## src/rtl/axi_ni_outstanding_tracker.sv

```systemverilog
// Per-ID outstanding AW/AR transaction tracker for the initiator NI.
// Keeps same-ID transactions on a single NoC target until all earlier ones retire.
module axi_ni_outstanding_tracker #(
   parameter int MAX_SUPPORTED_IDS = 16,
   parameter int IDWD              = 4,
   parameter int CNTWD             = 3,
   parameter int TARGET_WD         = 14
) (
   input  logic                         clk,
   input  logic                         rst,
   input  logic                         flush,
   input  logic                         aw_fire,
   input  logic [IDWD-1:0]              awid,
   input  logic [TARGET_WD-1:0]         aw_target,
   input  logic                         ar_fire,
   input  logic [IDWD-1:0]              arid,
   input  logic [TARGET_WD-1:0]         ar_target,
   input  logic [MAX_SUPPORTED_IDS-1:0] decr_outs_wr_cntr,
   input  logic [MAX_SUPPORTED_IDS-1:0] decr_outs_rd_cntr,
   output logic                         aw_allow,
   output logic                         ar_allow,
   output logic [MAX_SUPPORTED_IDS-1:0] response_awaited,
   output logic [MAX_SUPPORTED_IDS-1:0] read_awaited,
   output logic                         wait_read_response,
   output logic                         idle,
   output logic                         err_overflow,
   output logic                         err_underflow
);

   localparam logic [CNTWD-1:0] CNT_MAX = '1;

   logic [CNTWD-1:0]             wcnt     [MAX_SUPPORTED_IDS];
   logic [CNTWD-1:0]             rcnt     [MAX_SUPPORTED_IDS];
   logic [TARGET_WD-1:0]         wtgt     [MAX_SUPPORTED_IDS];
   logic [TARGET_WD-1:0]         rtgt     [MAX_SUPPORTED_IDS];
   logic [CNTWD-1:0]             wcnt_nxt [MAX_SUPPORTED_IDS];
   logic [CNTWD-1:0]             rcnt_nxt [MAX_SUPPORTED_IDS];
   logic [TARGET_WD-1:0]         wtgt_nxt [MAX_SUPPORTED_IDS];
   logic [TARGET_WD-1:0]         rtgt_nxt [MAX_SUPPORTED_IDS];
   logic [MAX_SUPPORTED_IDS-1:0] w_inc, r_inc, w_ovf, w_unf, r_ovf, r_unf;

   // Returns {overflow, underflow, next_count}; a colliding inc/dec leaves the count alone.
   function automatic logic [CNTWD+1:0] cnt_step(input logic [CNTWD-1:0] cnt,
                                                  input logic inc, input logic dec);
      logic [CNTWD+1:0] res;
      res = {2'b00, cnt};
      if (inc && !dec) begin
         if (cnt == CNT_MAX) res[CNTWD+1] = 1'b1;
         else                res[CNTWD-1:0] = cnt + 1'b1;
      end else if (dec && !inc) begin
         if (cnt == '0) res[CNTWD] = 1'b1;
         else           res[CNTWD-1:0] = cnt - 1'b1;
      end
      return res;
   endfunction

   // A target is only (re)captured when the new request becomes the sole outstanding one.
   function automatic logic tgt_capture(input logic [CNTWD-1:0] cnt,
                                        input logic inc, input logic dec);
      return inc && ((cnt == '0) || (dec && (cnt == CNTWD'(1))));
   endfunction

   always_comb begin
      w_inc = '0;
      r_inc = '0;
      for (int i = 0; i < MAX_SUPPORTED_IDS; i++) begin
         w_inc[i] = aw_fire && (awid == IDWD'(i));
         r_inc[i] = ar_fire && (arid == IDWD'(i));
         {w_ovf[i], w_unf[i], wcnt_nxt[i]} = cnt_step(wcnt[i], w_inc[i], decr_outs_wr_cntr[i]);
         {r_ovf[i], r_unf[i], rcnt_nxt[i]} = cnt_step(rcnt[i], r_inc[i], decr_outs_rd_cntr[i]);
         wtgt_nxt[i] = tgt_capture(wcnt[i], w_inc[i], decr_outs_wr_cntr[i]) ? aw_target : wtgt[i];
         rtgt_nxt[i] = tgt_capture(rcnt[i], r_inc[i], decr_outs_rd_cntr[i]) ? ar_target : rtgt[i];
      end
   end

   always_ff @(posedge clk or posedge rst) begin
      if (rst) begin
         for (int i = 0; i < MAX_SUPPORTED_IDS; i++) begin
            wcnt[i] <= '0;
            rcnt[i] <= '0;
            wtgt[i] <= '0;
            rtgt[i] <= '0;
         end
         err_overflow  <= 1'b0;
         err_underflow <= 1'b0;
      end else if (flush) begin
         for (int i = 0; i < MAX_SUPPORTED_IDS; i++) begin
            wcnt[i] <= '0;
            rcnt[i] <= '0;
            wtgt[i] <= '0;
            rtgt[i] <= '0;
         end
         err_overflow  <= 1'b0;
         err_underflow <= 1'b0;
      end else begin
         for (int i = 0; i < MAX_SUPPORTED_IDS; i++) begin
            wcnt[i] <= wcnt_nxt[i];
            rcnt[i] <= rcnt_nxt[i];
            wtgt[i] <= wtgt_nxt[i];
            rtgt[i] <= rtgt_nxt[i];
         end
         err_overflow  <= err_overflow  | (|w_ovf) | (|r_ovf);
         err_underflow <= err_underflow | (|w_unf) | (|r_unf);
      end
   end

   always_comb begin
      response_awaited = '0;
      read_awaited     = '0;
      for (int i = 0; i < MAX_SUPPORTED_IDS; i++) begin
         response_awaited[i] = (wcnt[i] != '0);
         read_awaited[i]     = (rcnt[i] != '0);
      end
   end

   assign wait_read_response = |read_awaited;
   assign idle               = ~(|response_awaited) & ~(|read_awaited);

   // Gating looks only at registered state; a retire in the same cycle does not open the gate.
   assign aw_allow = (wcnt[awid] != CNT_MAX) && ((wcnt[awid] == '0) || (wtgt[awid] == aw_target));
   assign ar_allow = (rcnt[arid] != CNT_MAX) && ((rcnt[arid] == '0) || (rtgt[arid] == ar_target));

endmodule
```

## config.mk

```make
export PLATFORM = sky130hd
export DESIGN_NAME = axi_ni_outstanding_tracker
export DESIGN_NICKNAME = d
export VERILOG_FILES = /design/src/rtl/axi_ni_outstanding_tracker.sv
export SDC_FILE = /design/constraint.sdc
export NUM_CORES = 2
export LEC_CHECK = 0
export BUFFER_PORTS_ARGS = -buffer_cell sky130_fd_sc_hd__buf_4
export CAP_MARGIN = 20
export CORE_ASPECT_RATIO = 1.2
export CORE_UTILIZATION = 30
export CTS_CLUSTER_DIAMETER = 30
export CTS_CLUSTER_SIZE = 12
export DETAILED_ROUTE_END_ITERATION = 6
export SETUP_SLACK_MARGIN = 0.4
export SYNTH_ARGS = -nofsm -noshare
export SYNTH_HDL_FRONTEND = slang
export SYNTH_SLANG_ARGS = --single-unit
```

## constraint.sdc

```tcl
create_clock -name clk -period 16.9 [get_ports clk]
set_input_delay 2.535 -clock clk [delete_from_list [all_inputs] [get_ports clk]]
set_output_delay 2.535 -clock clk [all_outputs]
set_load 0.01 [all_outputs]
```

### Word-level counts from Yosys, hierarchy flattened

Index checks and enable logic that the tools add are counted.

* register bits: 546
* latch bits: 0
* bits in writable memories: 0
* ROM bits: 0
* bits of input ports: 73
* output and inout bits: 38
* logic and storage cells: 1039
* memories: 0

* add/subtract/negate cells: 64
* $mul: 0
* div/mod/pow operators: 0
* $lt $le $gt $ge: 2
* equal/unequal tests: 162
* shift operators: 0
* mux-type cells: 306
* bitwise operators: 9
* reductions and logical operators: 430

Operators by type and width (number)
* 14-bit 2-to-1 mux: 36
* 224-bit 2-to-1 mux: 2
* 3-bit 2-to-1 mux: 100
* 3-bit != test, second input constant: 66
* 3-bit nonzero test: 64
* 1-bit logical AND: 162
* 1-bit 2-to-1 mux: 130
* 4-bit 2-to-1 mux: 32
* 14-bit binary-select mux with 4-bit select: 2
* 3-bit logical NOT: 34
* 3-bit by 1-bit adder with 3-bit output, second input constant: 32
* 3-bit by 1-bit == test with 1-bit output, second input constant: 32
* 3-bit == test, second input constant: 32
* 48-bit 2-to-1 mux: 2
* 3-bit AND reduction: 32
* 16-bit OR reduction: 6
* 3-bit by 1-bit subtractor with 3-bit output, second input constant: 32
* 4-bit == test, second input constant: 16
* 1-bit logical NOT: 64
* 2-bit nonzero test: 32
* 1-bit logical OR: 34
* 4-bit by 3-bit == test with 1-bit output, second input constant: 8
* 14-bit == test: 2
* 3-bit binary-select mux with 4-bit select: 2
* other kinds (8): 19

### Logic depth before layout (Yosys ltp)

* word-level depth: 10
* gate-level depth with buffers: 12
* depth with buffers taken out: 8

### Least setup slack after synthesis

Ideal clock, no wire load.

* path type: input-to-output
* start: input port awid[1]
* end: output port aw_allow
* arrival: 4796 ps
* setup slack: 9569 ps
* stages: 10
* buffers on the path: 3
* path through: buf_4 -> buf_2 -> buf_2 -> mux4_2 -> xor2_1 -> nor4_1 -> a211oi_1 -> a2111oi_0 -> a31oi_1 -> o21ai_0

* longest elaborated chain between the ends: 7
* elaborated cells between the ends (all ways): 12
* classes of those cells: eq/ne (2); mux (6); bitwise (1); reduce/logical (3)

Ends and longest elaborated chain
* from (decl): line 13 `input logic [IDWD-1:0] awid,`
* 4-bit inverter with 5-bit output (implied by the code) *: line 120 `assign aw_allow = (wcnt[awid] != CNT_MAX) && ((wcnt[awid] == '0) || (wtgt[awid] == aw_target));`
* 14-bit binary-select mux with 4-bit select or 3-bit binary-select mux with 4-bit select (tied branches): line 120
* 14-bit 2-to-1 mux (implied by the code) or 3-bit 2-to-1 mux (tied branches) (2 in series): line 120
* 14-bit == test or 3-bit logical NOT (tied branches): line 120
* 1-bit logical OR: line 120
* 1-bit logical AND *: line 120
* to (decl): line 20 `output logic aw_allow,`

Mark *: on every way between the ends. The rest lies on a longest branch, timed or not. The select of a mux whose other input is x is not followed.

### Worst setup path in the final report

Ends and elaborated chain as after synthesis.

==> results.py <==
metrics = {
    "sta": {
        "min_period_ps": 9343,
        "slew_headroom_pct": 27.75,
        "drv_slew": 0,
        "setup_tns_ps": 0,
        "post-route-period-util_pct": 55.28,
        "setup_viol": 0,
        "rsz0062_at_grt": "no",
        "fin_worst_skew_ps": 56.41,
        "tightestPinTransition_ps": 1084,
        "fmax_mhz": 107.0,
        "hold_violations": 0,
    },
    "route": {
        "wl_per_cell_um": 21.02,
        "drc": 0,
        "via_count": 23210,
        "antenna_left": 0,
        "via_per_inst": 5.131,
        "finalWirelength_um": 95110,
        "drt_iter0_drc": 1742,
        "drtPass1Iterations": 6,
    },
    "grt": {
        "grt_usage_pct": 17.84,
        "antenna_found_initial": 12,
        "met3_usage_pct": 5.173,
        "grt_pass1_vias": 23680,
        "grt_pass1_wl_um": 147400,
        "busiest_layer": "met2",
        "met1_usage_pct": 23.03,
        "grt_max_degree": 201,
        "grt.overflow.total": 0,
        "use_met2_pct": 28.77,
    },
    "placed_design": {
        "hpwlAfterDp_um": 60590,
        "port_buffers": 110,
        "gp_congestion": 0.8545,
        "post-place-cells": 4266,
    },
    "yosys": {
        "syn_area_per_cell_sq_um": 10.87,
        "yosysTopAreaCell": "dfrtp_1",
        "synthCells": 2927,
        "synth_fp_nets": 3160,
        "async_reset_ff_share_pct": 100.0,
        "synth-main-ff-cell": "dfrtp_1",
        "ys_seq_area_share_pct": 42.95,
        "syn-cell-area_sq_um": 31810,
        "ys_ff_latch": 546,
        "yosys.area.top_type_share_pct": 42.95,
        "synth_cell_types": 61,
        "synth_area_leaders": "dfrtp_1, mux2i_1, mux4_2",
        "yosys_warnings": 0,
        "synth_edf_count": 0,
    },
    "clock_tree": {
        "clkTransAtPathRegs_ps": 40,
        "insertion_delay_ps": 740,
        "cts_setup_buffers": 0,
        "clock_path_buffers": 3,
        "cts.sinks": 546,
        "numCtsBuffers": 138,
        "cts_root_buf": "clkbuf_16",
        "htree_num_levels": 4,
        "post_cts_resized": 0,
        "cts_hold_buf": 0,
        "tritoncts": "done",
    },
    "hold_path": {
        "hold_class": "reg2reg",
        "hp-start": "wtgt[54]",
    },
    "worst_setup_path": {
        "cp_common_cell": "buf_4",
        "critPathSlowestCell": "a2111oi_0",
        "critPathKind": "in2out",
        "cp_cell_sequence": "buf_4 -> buf_4 -> nor2b_1 -> a22o_1 -> a221oi_1 -> xnor2_1 -> a31oi_1 -> a2111oi_0 -> a31oi_1 -> o21ai_0 -> buf_4",
        "critPathRequiredTime_ps": 14370,
        "cp.arrival_ps": 6810,
        "critPathMaxFanout": 46,
        "worstReg2RegStart": "wcnt[12]",
        "worstSetupEndpointType": "output pin",
        "slowest_delay_ps": 860,
        "start_kind": "primary input",
        "crit_start": "awid[1]",
    },
    "power": {
        "ir_drop_mv": 0.1274,
        "pwr_density_cell_nw_per_um2": 145.0,
        "clkPwrFrac_pct": 48.0,
        "power_leakage_nw": 16.51,
        "p_comb_share_pct": 24.7,
        "power_switching_mw": 1.858,
        "seqPwrFrac_pct": 27.3,
        "sw_frac_of_total_pct": 32.96,
        "intPower_mw": 3.780,
    },
    "floorplan": {
        "die_y_um": 358.7,
        "rows": 130,
        "die_w_um": 299.3,
        "core_area_sq_um": 104900,
        "num_io_pins": 111,
        "start_util_pct": 30.32,
        "dieArea_sq_um": 107400,
    },
    "layout": {
        "instances_no_fill": 4524,
        "seq_area_sq_um": 13660,
        "finalNetCount": 3255,
        "multi_input_area_sq_um": 17090,
        "syn2layout_area_growth_pct": 22.27,
        "fill_cells": 10310,
        "drive_gt1_share_pct": 17.98,
        "final_core_util_pct": 37.07,
    },
    "job": {
        "maxCapViolations": 0,
    },
    "status": {
        "status": "complete, no violations",
    },
}
## layer usage
layer,share of wire (%),vias up
met4,2.3,22
met1,43,11760
li1,-,10610
met2,47,637
met3,6.8,190
met5,0.15,-
## per-stage QoR
step	cell area (sq um)	power, mW	worst slack [ps]	hold slack (ps)
final	38890	5.639	7557	508.3
after global routing	38890	5.920	7258	523.9
after global placement	33950	2.934	7746	493.0
after CTS	38830	5.684	7658	513.4
after detailed placement	33950	2.949	7687	500.6
after floorplan	31820	2.398	6937	477.4
## layout make-up
class                      instances  area share [%]
antenna                            2         0.01287
clock buffer                     179           9.818
clock inverter                    75           2.738
inverter                          68          0.6659
multi-input combinational       2110           43.94
sequential                       546           35.13
tap                             1386           4.459
timing repair buffer             158           3.236
## worst max-delay path: cells and delay by family
kind / cells / cell delay [ps]
AO/OA/AOI/OAI: 6 / 2280
buffers and inverters: 3 / 1320
AND/OR/NAND/NOR: 1 / 350
XOR/XNOR: 1 / 220
## final timing paths
check                            end  slack (ps)  depth (start not counted)
min reg2reg                 wtgt[54]         510                          2
max reg2reg                 wcnt[14]       14730                          8
max                         aw_allow        7560                         11
max in group asynchronous  rtgt[145]       12330                          7
min                         wtgt[54]         510                          2
min in group asynchronous  wtgt[220]        1930                          2
## power groups by stage
stage	registers (mW)	clock network [mW]	logic, mW
floorplan	1.51	0	0.891
global placement	1.55	0	1.38
detailed placement	1.56	0	1.39
CTS	1.54	2.74	1.40
global route	1.55	2.82	1.55
finish	1.54	2.70	1.39
## synthesized netlist by cell type (all sizes together), types with 6 or more instances
| master | instances |
|---|---|
| mux2 | 7 |
| nor2b | 25 |
| nand4b | 8 |
| and3b | 12 |
| nor3 | 69 |
| dfrtp | 546 |
| o31ai | 11 |
| ha | 160 |
| xnor2 | 50 |
| a21oi | 64 |
| nand2b | 46 |
| a311oi | 8 |
| a211oi | 32 |
| buf | 108 |
| nor4 | 12 |
| nand4 | 9 |
| mux4 | 127 |
| nor3b | 35 |
| a22oi | 31 |
| mux2i | 513 |
| and3 | 6 |
| o21ai | 73 |
| clkbuf | 95 |
| nand3b | 14 |
| xor2 | 23 |
| nand3 | 30 |
| inv | 68 |
| nor2 | 586 |
| nand2 | 80 |
| a31oi | 26 |
| o22ai | 17 |
## logic make-up after synthesis
family / Yosys count / synth area share, %
flops: 546 / 42.95
fa+ha+maj: 160 / 6.293
xor+xnor: 73 / 2.010
simple gates: 944 / 13.70
buf+inv: 271 / 3.913
mux: 647 / 25.44
compound gates: 286 / 5.695
## registers in the layout, summed over array words and instances, names as in the netlist
signal	flops
wcnt	48
wtgt	224
rtgt	224
err_underflow	1
rcnt	48
err_overflow	1
## cell usage in the layout (no fill, tap or decap), types with 9 or more instances in the layout
cell type	count
clkinv_16	9
o31ai_1	11
nor2_1	585
nor3b_1	35
a21oi_1	63
nor3_4	22
and3b_1	12
nor4_1	12
ha_1	160
dfrtp_1	546
clkbuf_16	139
xor2_1	23
inv_1	66
xnor2_1	50
buf_4	153
nor3_2	10
clkbuf_8	19
o21ai_0	72
nand3b_1	14
clkinvlp_4	18
nor2b_1	25
nand2_1	80
nand2b_1	46
nand3_1	30
bufinv_16	14
a211oi_1	32
mux2i_1	513
nor3_1	37
clkinv_2	27
mux4_2	122
clkbuf_1	21
a31oi_1	26
a22oi_1	31
nand4_1	9
o22ai_1	17
Power figures use the tool's default switching activity.
